===== config.mk =====
export PLATFORM = sky130hd
export DESIGN_NAME = object_fetcher
export DESIGN_NICKNAME = d
export VERILOG_FILES = /design/src/rtl/common_pkg.sv /design/src/rtl/object_fetcher_bbox_calc.sv /design/src/rtl/object_fetcher.sv
export SDC_FILE = /design/constraint.sdc
export NUM_CORES = 1
export LEC_CHECK = 0
export ABC_AREA = 0
export BUFFER_PORTS_ARGS = -buffer_cell sky130_fd_sc_hd__clkbuf_2
export CORE_AREA = 2 2 170 130
export DETAILED_ROUTE_END_ITERATION = 6
export DIE_AREA = 0 0 172 132
export GPL_TIMING_DRIVEN = 1
export PLACE_DENSITY_LB_ADDON = 0.08
export SLEW_MARGIN = 20
export SYNTH_ARGS = -nofsm -noshare
export SYNTH_HDL_FRONTEND = slang
export SYNTH_SLANG_ARGS = --single-unit

===== constraint.sdc =====
create_clock -name clock -period 4.95 [get_ports clock]
set_clock_uncertainty 0.2 [all_clocks]
set_input_delay 0.2475 -clock clock [delete_from_list [all_inputs] [get_ports clock]]
set_output_delay 0.2475 -clock clock [all_outputs]
set_load 0.005 [all_outputs]

===== src/rtl/common_pkg.sv =====
`default_nettype none
// ============================================================================
// Module      : common (package)
// Description : Shared geometry and control types for the triangle pipeline.
//               point_t / object_t describe a stored triangle; bbox_t is the
//               screen-clamped bounding box handed to rasterizer setup;
//               fetch_state_t is the object_fetcher walk state.
// Revision    : 1.0 - initial release
// ============================================================================
package common;

   localparam int COORD_W = 16;

   typedef logic [COORD_W-1:0] coord_t;

   typedef struct packed {
      coord_t x;
      coord_t y;
   } point_t;

   typedef struct packed {
      point_t a;
      point_t b;
      point_t c;
   } object_t;

   typedef struct packed {
      coord_t min_x;
      coord_t min_y;
      coord_t max_x;
      coord_t max_y;
   } bbox_t;

   typedef enum logic [2:0] {
      S_IDLE    = 3'd0,
      S_REWIND  = 3'd1,
      S_CHECK   = 3'd2,
      S_SETUP   = 3'd3,
      S_PRESENT = 3'd4,
      S_DONE    = 3'd5
   } fetch_state_t;

   function automatic coord_t min3(input coord_t p, input coord_t q, input coord_t r);
      coord_t m;
      m = (p < q) ? p : q;
      return (m < r) ? m : r;
   endfunction

   function automatic coord_t max3(input coord_t p, input coord_t q, input coord_t r);
      coord_t m;
      m = (p > q) ? p : q;
      return (m > r) ? m : r;
   endfunction

endpackage
`default_nettype wire


===== src/rtl/object_fetcher_bbox_calc.sv =====
`default_nettype none
// ============================================================================
// Module      : bbox_calc
// Description : Combinational bounding box of one triangle. Max corners are
//               clamped to the last visible pixel; the triangle is culled
//               when its min corner lies entirely off-screen.
// Ports       : obj  in  object_t  triangle to bound
//               box  out bbox_t    clamped bounding box
//               cull out 1         triangle is fully off-screen
// Revision    : 1.0 - initial release
// ============================================================================
module bbox_calc
   import common::*;
#(
   parameter int H_RES = 640,
   parameter int V_RES = 480
) (
   input  object_t obj,
   output bbox_t   box,
   output logic    cull
);

   // Screen limits at coordinate width so every compare is same-width.
   localparam coord_t c_x_last = coord_t'(H_RES - 1);
   localparam coord_t c_y_last = coord_t'(V_RES - 1);

   coord_t w_min_x;
   coord_t w_min_y;
   coord_t w_max_x;
   coord_t w_max_y;

   assign w_min_x = min3(obj.a.x, obj.b.x, obj.c.x);
   assign w_min_y = min3(obj.a.y, obj.b.y, obj.c.y);
   assign w_max_x = max3(obj.a.x, obj.b.x, obj.c.x);
   assign w_max_y = max3(obj.a.y, obj.b.y, obj.c.y);

   // Coordinates are unsigned, so only the upper edge needs clamping.
   assign box = '{
      min_x: w_min_x,
      min_y: w_min_y,
      max_x: (w_max_x > c_x_last) ? c_x_last : w_max_x,
      max_y: (w_max_y > c_y_last) ? c_y_last : w_max_y
   };

   assign cull = (w_min_x > c_x_last) || (w_min_y > c_y_last);

endmodule
`default_nettype wire


===== src/rtl/object_fetcher.sv =====
`default_nettype none
// ============================================================================
// Module      : object_fetcher
// Description : Per-frame walker over the triangle object buffer. Rewinds the
//               buffer on frame_start, reads each object, computes a clamped
//               bounding box and presents object+box over valid/ready.
// Ports       : clock, reset (sync, active-high)
//               frame_start in  - start one frame (ignored + overrun if busy)
//               next_frame  out - buffer rewind strobe (registered)
//               read_b      out - buffer advance strobe (registered)
//               data_b      in  - object at buffer cursor
//               read_end    in  - buffer cursor at end
//               out_valid/out_ready/out_obj/out_box - downstream handshake
//               frame_done  out - one-cycle end-of-frame pulse
//               busy        out - not idle
//               dropped     out - culled objects this frame (saturating)
//               overrun     out - sticky frame_start-while-busy flag
// Revision    : 1.0 - initial release
// ============================================================================
module object_fetcher
   import common::*;
#(
   parameter int H_RES = 640,
   parameter int V_RES = 480
) (
   input  logic       clock,
   input  logic       reset,
   input  logic       frame_start,
   output logic       next_frame,
   output logic       read_b,
   input  object_t    data_b,
   input  logic       read_end,
   output logic       out_valid,
   input  logic       out_ready,
   output object_t    out_obj,
   output bbox_t      out_box,
   output logic       frame_done,
   output logic       busy,
   output logic [7:0] dropped,
   output logic       overrun
);

   fetch_state_t r_state;
   fetch_state_t w_next_state;

   logic         r_next_frame;
   logic         r_read_b;
   object_t      r_obj;
   bbox_t        r_box;
   logic [7:0]   r_dropped;
   logic         r_overrun;

   bbox_t        w_box;
   logic         w_cull;
   logic         w_take;

   bbox_calc #(
      .H_RES (H_RES),
      .V_RES (V_RES)
   ) u_bbox_calc (
      .obj  (r_obj),
      .box  (w_box),
      .cull (w_cull)
   );

   // An object is consumed from the buffer when CHECK finds it non-empty.
   assign w_take = (r_state == S_CHECK) && !read_end;

   always_ff @(posedge clock) begin
      if (reset) begin
         r_state <= S_IDLE;
      end else begin
         r_state <= w_next_state;
      end
   end

   always_comb begin
      w_next_state = r_state;
      case (r_state)
         S_IDLE:    if (frame_start) w_next_state = S_REWIND;
         S_REWIND:  w_next_state = S_CHECK;
         S_CHECK:   w_next_state = read_end ? S_DONE : S_SETUP;
         S_SETUP:   w_next_state = w_cull ? S_CHECK : S_PRESENT;
         S_PRESENT: if (out_ready) w_next_state = S_CHECK;
         S_DONE:    w_next_state = S_IDLE;
         default:   w_next_state = S_IDLE;
      endcase
   end

   // Strobes are registered: each is high in the cycle after its decision,
   // so the buffer cursor moves on the following edge, and the next CHECK
   // is always at least two edges later.
   always_ff @(posedge clock) begin
      if (reset) begin
         r_next_frame <= 1'b0;
         r_read_b     <= 1'b0;
         r_obj        <= '0;
         r_box        <= '0;
         r_dropped    <= 8'd0;
         r_overrun    <= 1'b0;
      end else begin
         r_next_frame <= (r_state == S_IDLE) && frame_start;
         r_read_b     <= w_take;
         if (w_take) begin
            r_obj <= data_b;
         end
         if (r_state == S_SETUP) begin
            r_box <= w_box;
         end
         if ((r_state == S_IDLE) && frame_start) begin
            r_dropped <= 8'd0;
         end else if ((r_state == S_SETUP) && w_cull && (r_dropped != 8'hFF)) begin
            r_dropped <= r_dropped + 8'd1;
         end
         if ((r_state != S_IDLE) && frame_start) begin
            r_overrun <= 1'b1;
         end
      end
   end

   assign next_frame = r_next_frame;
   assign read_b     = r_read_b;
   assign out_obj    = r_obj;
   assign out_box    = r_box;
   assign out_valid  = (r_state == S_PRESENT);
   assign frame_done = (r_state == S_DONE);
   assign busy       = (r_state != S_IDLE);
   assign dropped    = r_dropped;
   assign overrun    = r_overrun;

endmodule
`default_nettype wire


Yosys cells after proc, flatten, opt, wreduce, memory -nomap -nowiden
Cells that the tools add are included.
W data, S select, Z words.
{"block": "classes", "n_addsub": 1, "mul": 0, "div_mod_pow": 0, "n_lt_le_gt_ge": 12, "n_eq_ne": 8, "shift": 0, "n_mux": 15, "bitwise_logic": 0, "reduce_logical": 11}
{"cell": "$mux W16", "count": 10}
{"cell": "$gt A16 B16 Y1", "count": 4}
{"cell": "$lt A16 B16 Y1", "count": 4}
{"cell": "$gt A16 B10 Y1 const B", "count": 2}
{"cell": "$gt A16 B9 Y1 const B", "count": 2}
{"cell": "$pmux W3 S5", "count": 1}
{"cell": "$mux W3", "count": 4}
{"cell": "$add A8 B1 Y8 const B", "count": 1}
{"cell": "$ne A8 B8 Y1 const B", "count": 1}
{"cell": "$eq A3 B2 Y1 const B", "count": 2}
{"cell": "$eq A3 B3 Y1 const B", "count": 2}
{"cell": "$logic_and A1 B1 Y1", "count": 5}
{"cell": "$eq A3 B1 Y1 const B", "count": 1}
{"cell": "$logic_not A3 Y1", "count": 1}
{"cell": "$reduce_bool A3 Y1", "count": 1}
{"cell": "$ne A2 B1 Y1 const B", "count": 1}
{"cell": "$ne A2 B2 Y1 const B", "count": 1}
{"cell": "$reduce_and A2 Y1", "count": 1}
{"cell": "$reduce_or A2 Y1", "count": 1}
{"cell": "$logic_not A1 Y1", "count": 1}
{"cell": "$logic_or A1 B1 Y1", "count": 1}
{"block": "word_totals", "regBits": 174, "latchBits": 0, "ram_bits": 0, "mem_bits_ro": 0, "output_inout_bits": 174, "n_memories": 0}

Longest topological paths before layout
Gate-level depths: netlist (run 1).
{"block": "logic_depth", "depth_word": 8, "depth_mapped": 24}

Modules after synthesis
Synthesis (run 1) repeated with hierarchy kept, for this count alone.
{"block": "hier_totals", "hier_cells": 1355, "hier_area_um2": 10183.5}
{"mod": "object_fetcher", "n_inst": 1, "cells_per_inst": 773, "area_each_um2": 6113.4}
{"mod": "bbox_calc", "n_inst": 1, "cells_per_inst": 582, "area_each_um2": 4070.2}

Worst setup path after synthesis (run 1)
Ideal clock, no wire load.
{"block": "synth_timing", "path_kind": "register to register", "start": "register r_obj, in the netlist out_obj[63]", "end": "register r_box, in the netlist out_box[16]", "setup_time_ps": 153, "arrival_time_ps": 4734, "required_time_ps": 4597, "path_slack_ps": -137, "stages_incl_launch_ff": 23, "synth_period_minus_slack_ps": 5087, "cell_sequence": "dfxtp_1 inv_1 ha_1 nand4_1 nor4_2 o21ai_1 and3_1 buf_6 a21oi_1 buf_2 buf_2 clkbuf_1 o21ai_0 ha_1 nor2b_1 o21ai_0 a211oi_1 or3_1 o21ai_1 clkbuf_1 mux2i_1 a21o_1 a311oi_1"}
{"block": "synth_between", "elab_chain_cells": 6}
{"item": "start, declared", "line": "object_fetcher.sv:48", "text": "object_t r_obj;"}
{"item": "start signal, assigned", "line": "object_fetcher.sv:105", "text": "r_obj <= data_b;"}
{"item": "$gt A16 B16 Y1", "line": "common_pkg.sv:51", "text": "m = (p > q) ? p : q;"}
{"item": "$mux W16 (*)", "line": "common_pkg.sv:51"}
{"item": "$gt A16 B16 Y1", "line": "common_pkg.sv:52", "text": "return (m > r) ? m : r;"}
{"item": "$mux W16 (*)", "line": "common_pkg.sv:52"}
{"item": "$gt A16 B10 Y1", "line": "object_fetcher_bbox_calc.sv:41", "text": "max_x: (w_max_x > c_x_last) ? c_x_last : w_max_x,"}
{"item": "$mux W16 (*)", "line": "object_fetcher_bbox_calc.sv:41"}
{"item": "end signal, assigned", "line": "object_fetcher.sv:108", "text": "r_box <= w_box;"}
{"item": "end, declared", "line": "object_fetcher.sv:49", "text": "bbox_t r_box;"}
Mark *: on every way between the ends. The rest lies on a longest branch, timed or not.
A chain may end at the register's enable or synchronous reset.

Final worst setup path (run 1)
{"block": "layout_timing", "start": "register r_obj, in the netlist out_obj[53]", "end": "register r_dropped[3] (netlist: dropped[3])"}
{"block": "layout_between", "elab_chain_cells": 8}
{"item": "$lt A16 B16 Y1", "line": "common_pkg.sv:45", "text": "m = (p < q) ? p : q;"}
{"item": "$mux W16 (*)", "line": "common_pkg.sv:45"}
{"item": "$lt A16 B16 Y1", "line": "common_pkg.sv:46", "text": "return (m < r) ? m : r;"}
{"item": "$mux W16 (*)", "line": "common_pkg.sv:46"}
{"item": "$gt A16 B10 Y1 (*)", "line": "object_fetcher_bbox_calc.sv:45", "text": "assign cull = (w_min_x > c_x_last) || (w_min_y > c_y_last);"}
{"item": "$logic_or A1 B1 Y1 (*)", "line": "object_fetcher_bbox_calc.sv:45"}
{"item": "$logic_and A1 B1 Y1 (*) (2 in a row)", "line": "object_fetcher.sv:112", "text": "end else if ((r_state == S_SETUP) && w_cull && (r_dropped != 8'hFF)) begin"}
{"item": "end signal, assigned", "line": "object_fetcher.sv:113", "text": "r_dropped <= r_dropped + 8'd1;"}
{"item": "end, declared", "line": "object_fetcher.sv:50", "text": "logic [7:0] r_dropped;"}
Marked as above.

==> impl_metrics.tcl, run 1 <==
set metrics [dict create \
    grt_pass1_wl_um 55000 \
    layout.nets 1924 \
    slew_headroom_pct 27.7 \
    synth_cell_types 52 \
    multi_input_area_um2 6090 \
    drt_first_pass_iters 6 \
    io_buffers 274 \
    fillCellCount 1886 \
    detail-route-antenna-nets 0 \
    start_util_pct 47.4 \
    syn-num-nets 1493 \
    wl_um 36400 \
    synthCells 1297 \
    cts_tree "yes" \
    grt_start_max_net_pins 97 \
    setup_violations 0 \
    startpoint_type "register" \
    setup_slack_ns 0.144 \
    cp.required_ns 5.08 \
    die_w_um 172 \
    place_hpwl_um 26800 \
    synth_most_common_cell "nand2_1" \
    hold_violations 0 \
    peakVddDrop_mv 0.257 \
    postSynthRegisterBits 174 \
    synth.top_cell.area_share_pct 35.1 \
    clkTransAtPathRegs_ns 0.08 \
    drt_iter0_drc 939 \
    instances_no_fill 2029 \
    yosys.area.top_type "dfxtp_1" \
    path_class "reg2reg" \
    synthTopCellsByArea "dfxtp_1, ha_1, nand2_1, a21oi_1, o21ai_0" \
    finalMaxSlewViolations 0 \
    rows 46 \
    clockBufferDepth 2 \
    p_leak_nw 6.31 \
    num_vias 10900 \
    power_density_nw_per_um2 297 \
    fin_crit_sh_pct 97.1 \
    place_ws_ns -0.0351 \
    worstSkewPairLatency_ns 0.44 \
    gr-total-overflow 0 \
    grt_usage_pct 31.2 \
    total_power_mw 4.17 \
    finalCriticalPeriod_ns 4.81 \
    wl_per_cell_um 17.9 \
    numCtsBuffers 17 \
    yosys_warnings 0 \
    viasPerCell 5.38 \
    dp_cells 1885 \
    gp_congestion 0.941 \
    drcViolationCount 0 \
    clkSinkCount 174 \
    synth-main-ff-cell "dfxtp_1" \
    worst_ep_arrival_time_ns 4.93 \
    cts_root_buf "clkbuf_16" \
    htree_num_levels 4 \
    cp-end-kind "register" \
    synth_commonest_cells "nand2_1, a21oi_1, dfxtp_1, o21ai_0, ha_1" \
    antenna_found_initial 0 \
    syn_area_um2 9920 \
    async_flop_share_pct 0 \
    pin_count 275 \
    grt_pass1_vias 9794 \
    worstPathMaxFanout 18 \
    die_h_um 132 \
    seq_area_um2 3490 \
    syn_to_final_growth_pct 41.5 \
    post_synth.cell_area_avg_um2 7.65 \
    status "finished, final reports clean" \
    hold_class "in2reg" \
    worstMarginPinSlew_ns 1.09 \
    ys_seq_area_share_pct 35.1 \
    synth_edf_count 0 \
    die_area_um2 22700 \
    max_cap_violations 0 \
    diodes 0 \
    drive_above_1_share_pct 27.5 \
    core_um2 21000 \
    fmax_mhz 208 \
]
-- stage by stage --
stage / util [%] / area, µm² / setup TNS [ns] / hold slack, ns
after CTS: 65.7 / 13800 / 0 / 0.0450
after global placement: 58.1 / 12200 / -0.0392 / 0.241
after floorplan: - / 9920 / 0 / 0.183
after global routing: 67.0 / 14000 / -0.00519 / 0.140
final: 67.0 / 14000 / 0 / 0.0809
after detailed placement: 58.1 / 12200 / -0.0351 / 0.246
-- sequential cells by signal, indices dropped and copies added (netlist names) --
name	cells
out_obj	96
read_b	1
out_box	64
dropped	8
r_state	3
overrun	1
next_frame	1
-- where the power goes --
group          total [mW]  internal (mW)  switching (mW)
logic                1.34          0.633           0.708
clock network        1.39          0.722           0.663
registers            1.44           1.42          0.0236
total                4.17           2.78            1.40
-- cell usage in the layout (no fill, tap or decap), types with 7 or more instances in the layout --
cell and n:
and3_1 8, a21oi_1 169, nand2_1 300, o21a_1 9, clkbuf_16 17, a311oi_1 7
inv_1 73, ha_1 94, nand4_1 16, nor2_1 46, o21ai_1 15, and2_1 17
o21ai_2 8, mux2_2 20, a211oi_1 11, nand3_1 15, o21ai_0 80, mux2i_1 27
dlygate4sd3_1 98, a21o_1 17, dfxtp_1 171, nor2b_1 33, clkbuf_2 273, buf_4 104
-- layout make-up --
cell class	count	share of cell area [%]
clock inverter	14	1.17
clock buffer	18	3.06
sequential	174	24.8
multi-input combinational	981	43.4
timing repair buffer	481	23.0
inverter	73	1.95
tap	288	2.57
-- repair_timing --
action / 4_1_cts / 5_1_grt
resized for setup: 8 / 55
hold buffers: 98 / 0
buffers inserted: 0 / 14
setup endpoints to repair: 17 / 49
endpoints found under the hold margin: 100 / 0
pin swaps: 1 / 13
-- critical path, stage by stage (launching register included) --
cell and delay [ns]:
dfxtp_2 0.39, inv_1 0.11, ha_1 0.31, nand2_1 0.10, nor4_4 0.31, o21ai_1 0.13
and3_2 0.26, buf_8 0.18, mux2_2 0.32, ha_1 0.31, nand4_1 0.14, nor2_2 0.18
o2111ai_1 0.16, a21oi_2 0.19, o311ai_4 0.17, and2_1 0.23, o221a_4 0.32, or4b_4 0.54
mux2i_1 0.13
-- metal layers --
| metal | vias up | routed length, µm | track usage [%] |
|---|---|---|---|
| li1 | 5356 | - | - |
| met1 | 5020 | 18300 | 48.6 |
| met2 | 524 | 14300 | 42.8 |
| met3 | 24 | 3560 | 8.53 |
| met4 | 0 | 282 | 5.56 |
| met5 | - | 0 | 0 |
-- path summary, 6_finish.rpt --
kind                                               start                       end  slack, ns  cells after the start
worst max-delay path            out_obj[53]$_SDFFE_PP0P_   dropped[3]$_SDFFE_PP0P_       0.14                     18
worst min register to register  out_box[12]$_SDFFE_PP0P_  out_box[12]$_SDFFE_PP0P_       0.26                      1
worst min-delay path                            read_end   r_state[2]$_SDFFE_PP0P_       0.08                      5
worst max register to register  out_obj[53]$_SDFFE_PP0P_   dropped[3]$_SDFFE_PP0P_       0.14                     18
-- cell families after synthesis --
group	count (synthesis)	share of synthesized area, %
mux	49	5.20
simple gates	477	21.2
compound gates	360	21.0
flops	174	35.1
fa+ha+maj	95	12.0
buf+inv	142	5.51
Power figures use the tool's default switching activity.
==> run 2, diff against run 1 <==
Settings changed: BUFFER_PORTS_ARGS -buffer_cell sky130_fd_sc_hd__clkbuf_2 to not set, CORE_AREA 2 2 170 130 to 2 2 159 122, DIE_AREA 0 0 172 132 to 0 0 161 124, DONT_BUFFER_PORTS set to 1.
==> run 2 against run 1 <==
Effect of this change:
- non-clock buffer count down 248
- routed wire length down 4.6%
- clock-buffer cell count is 1 lower
- die area is 12% lower
- critical path depth rose by 2
- cell area shrank 8.2%
- hold slack lost 0.034 ns
- via count fell by 7.8%
- utilization up 3.4 points
- maximum frequency up 0.89%
- clock power about the same
- first-iteration DRC count grew 8.2%
- critical path type unchanged
- largest cell class unchanged
- largest power group unchanged
==> impl_metrics.tcl, run 2 (synthesis results as in run 1) <==
set metrics [dict create \
    clkSinkCount 174 \
    gr-total-overflow 0 \
    core_um2 18300 \
    cts_root_buf "clkbuf_16" \
    rows 43 \
    grt_pass1_wl_um 52500 \
    die_w_um 161 \
    grt_start_max_net_pins 157 \
    io_buffers 0 \
    viasPerCell 5.79 \
    path_class "reg2reg" \
    numCtsBuffers 17 \
    hold_class "in2reg" \
    worst_ep_arrival_time_ns 4.89 \
    diodes 0 \
    detail-route-antenna-nets 0 \
    drt_iter0_drc 1016 \
    layout.nets 1677 \
    placed_area_um2 10900 \
    htree_num_levels 4 \
    finalMaxSlewViolations 0 \
    top_usage_layer "met1" \
    worstSkewPairLatency_ns 0.44 \
    clockBufferDepth 2 \
    met1_usage_pct 50.2 \
    startpoint_type "register" \
    syn_to_final_growth_pct 29.8 \
    fmax_mhz 210 \
    peakVddDrop_mv 0.212 \
    die_h_um 124 \
    die_area_um2 20000 \
    wl_um 34700 \
    drive_above_1_share_pct 15.4 \
    largest_register_ffs 96 \
    design_area_um2 12900 \
    final_common_cell "nand2_1" \
    cts_tree "yes" \
    use_met3_pct 10.7 \
    worstMarginPinSlew_ns 1.06 \
    num_vias 10100 \
    fin_util_pct 70.4 \
    pin_count 275 \
    start_util_pct 54.2 \
    grt_pass1_vias 9203 \
    wl_per_cell_um 20.0 \
    grtUsageMet2_pct 48.2 \
    drt_first_pass_iters 5 \
    cp.required_ns 5.07 \
    fin_crit_sh_pct 96.2 \
    hold_violations 0 \
    clkTransAtPathRegs_ns 0.08 \
    finalCriticalPeriod_ns 4.76 \
    drcViolationCount 0 \
    setup_violations 0 \
    gp_congestion 0.976 \
    total_power_mw 4.09 \
    layout_common_cells "nand2_1, a21oi_1, dfxtp_1, buf_4, dlygate4sd3_1" \
    slew_headroom_pct 29.6 \
    p_leak_nw 5.24 \
    worstPathMaxFanout 11 \
    status "finished, final reports clean" \
    cp-end-kind "register" \
    power_density_nw_per_um2 318 \
    grt_usage_pct 34.0 \
    max_cap_violations 0 \
    place_hpwl_um 25000 \
    antenna_found_initial 0 \
]
==> run 2: cell count changes in the layout (fill, tap and decap cells not counted), sizes merged <==
cell,change
buf,+22
inv,+1
dlygate4sd3,+2
nor3,+1
clkbuf,-273
==> run 2: per-layer routing <==
layer | vias up | routed length, µm | part of all wire [%]
li1 | 4872 | - | -
met1 | 4683 | 16500 | 48
met2 | 493 | 14000 | 40
met3 | 26 | 3840 | 11
met4 | 0 | 352 | 1.0
met5 | - | 0 | 0
==> run 2: final timing paths <==
path | slack [ns] | cells past startpoint | start | to
worst min-delay path | 0.05 | 2 | reset | out_obj[19]$_SDFFE_PP0P_
worst min register to register | 0.28 | 2 | out_box[32]$_SDFFE_PP0P_ | out_box[32]$_SDFFE_PP0P_
worst max register to register | 0.19 | 20 | out_obj[46]$_SDFFE_PP0P_ | dropped[3]$_SDFFE_PP0P_
worst max-delay path | 0.19 | 20 | out_obj[46]$_SDFFE_PP0P_ | dropped[3]$_SDFFE_PP0P_
==> run 2: critical path: stages (launching register included) <==
cell and delay, ns:
dfxtp_1 0.34, inv_1 0.09, ha_1 0.30, nand4_1 0.22, nor4_2 0.28, o21a_2 0.25
nor3_4 0.05, buf_12 0.15, buf_12 0.12, buf_12 0.13, nand2_1 0.05, o21ai_1 0.11
ha_1 0.22, a21o_1 0.17, a21o_1 0.18, a2111oi_2 0.36, o211ai_1 0.20, o21a_1 0.25
o221a_4 0.29, or4b_4 0.55, mux2i_1 0.14
==> run 2: layout make-up <==
type,instances,area (µm²)
clock inverters,15,185
flip-flops and latches,174,3490
inverters,73,274
clock buffers,17,425
multi-input cells,982,6090
repair buffers,233,2100
fillers,1490,5410
well taps,247,309
==> run 2: per-stage QoR <==
stage / instances / hold slack (ns) / setup slack, ns / TNS (ns)
final: 1741 / 0.0470 / 0.187 / 0
after floorplan: 1297 / 0.183 / 0.0222 / 0
after CTS: 1727 / 0.0298 / 0.0358 / 0
after detailed placement: 1594 / 0.130 / -0.0635 / -0.104
after global routing: 1741 / 0.0886 / -0.0344 / -0.0511
after global placement: 1594 / 0.129 / -0.0345 / -0.0345
==> run 2: what timing repair did <==
item | 4_1_cts | 5_1_grt
endpoints found under the hold margin | 160 | 0
resized for setup | 1 | 57
setup buffers | 0 | 11
endpoints found under the setup margin | 7 | 42
hold buffers | 101 | 0
cloned | 0 | 2
pin swaps | 0 | 18
==> run 2: report_power, final <==
part,internal [mW],switching (mW)
sequential,1.42,0.0260
clock,0.732,0.672
combinational,0.562,0.678
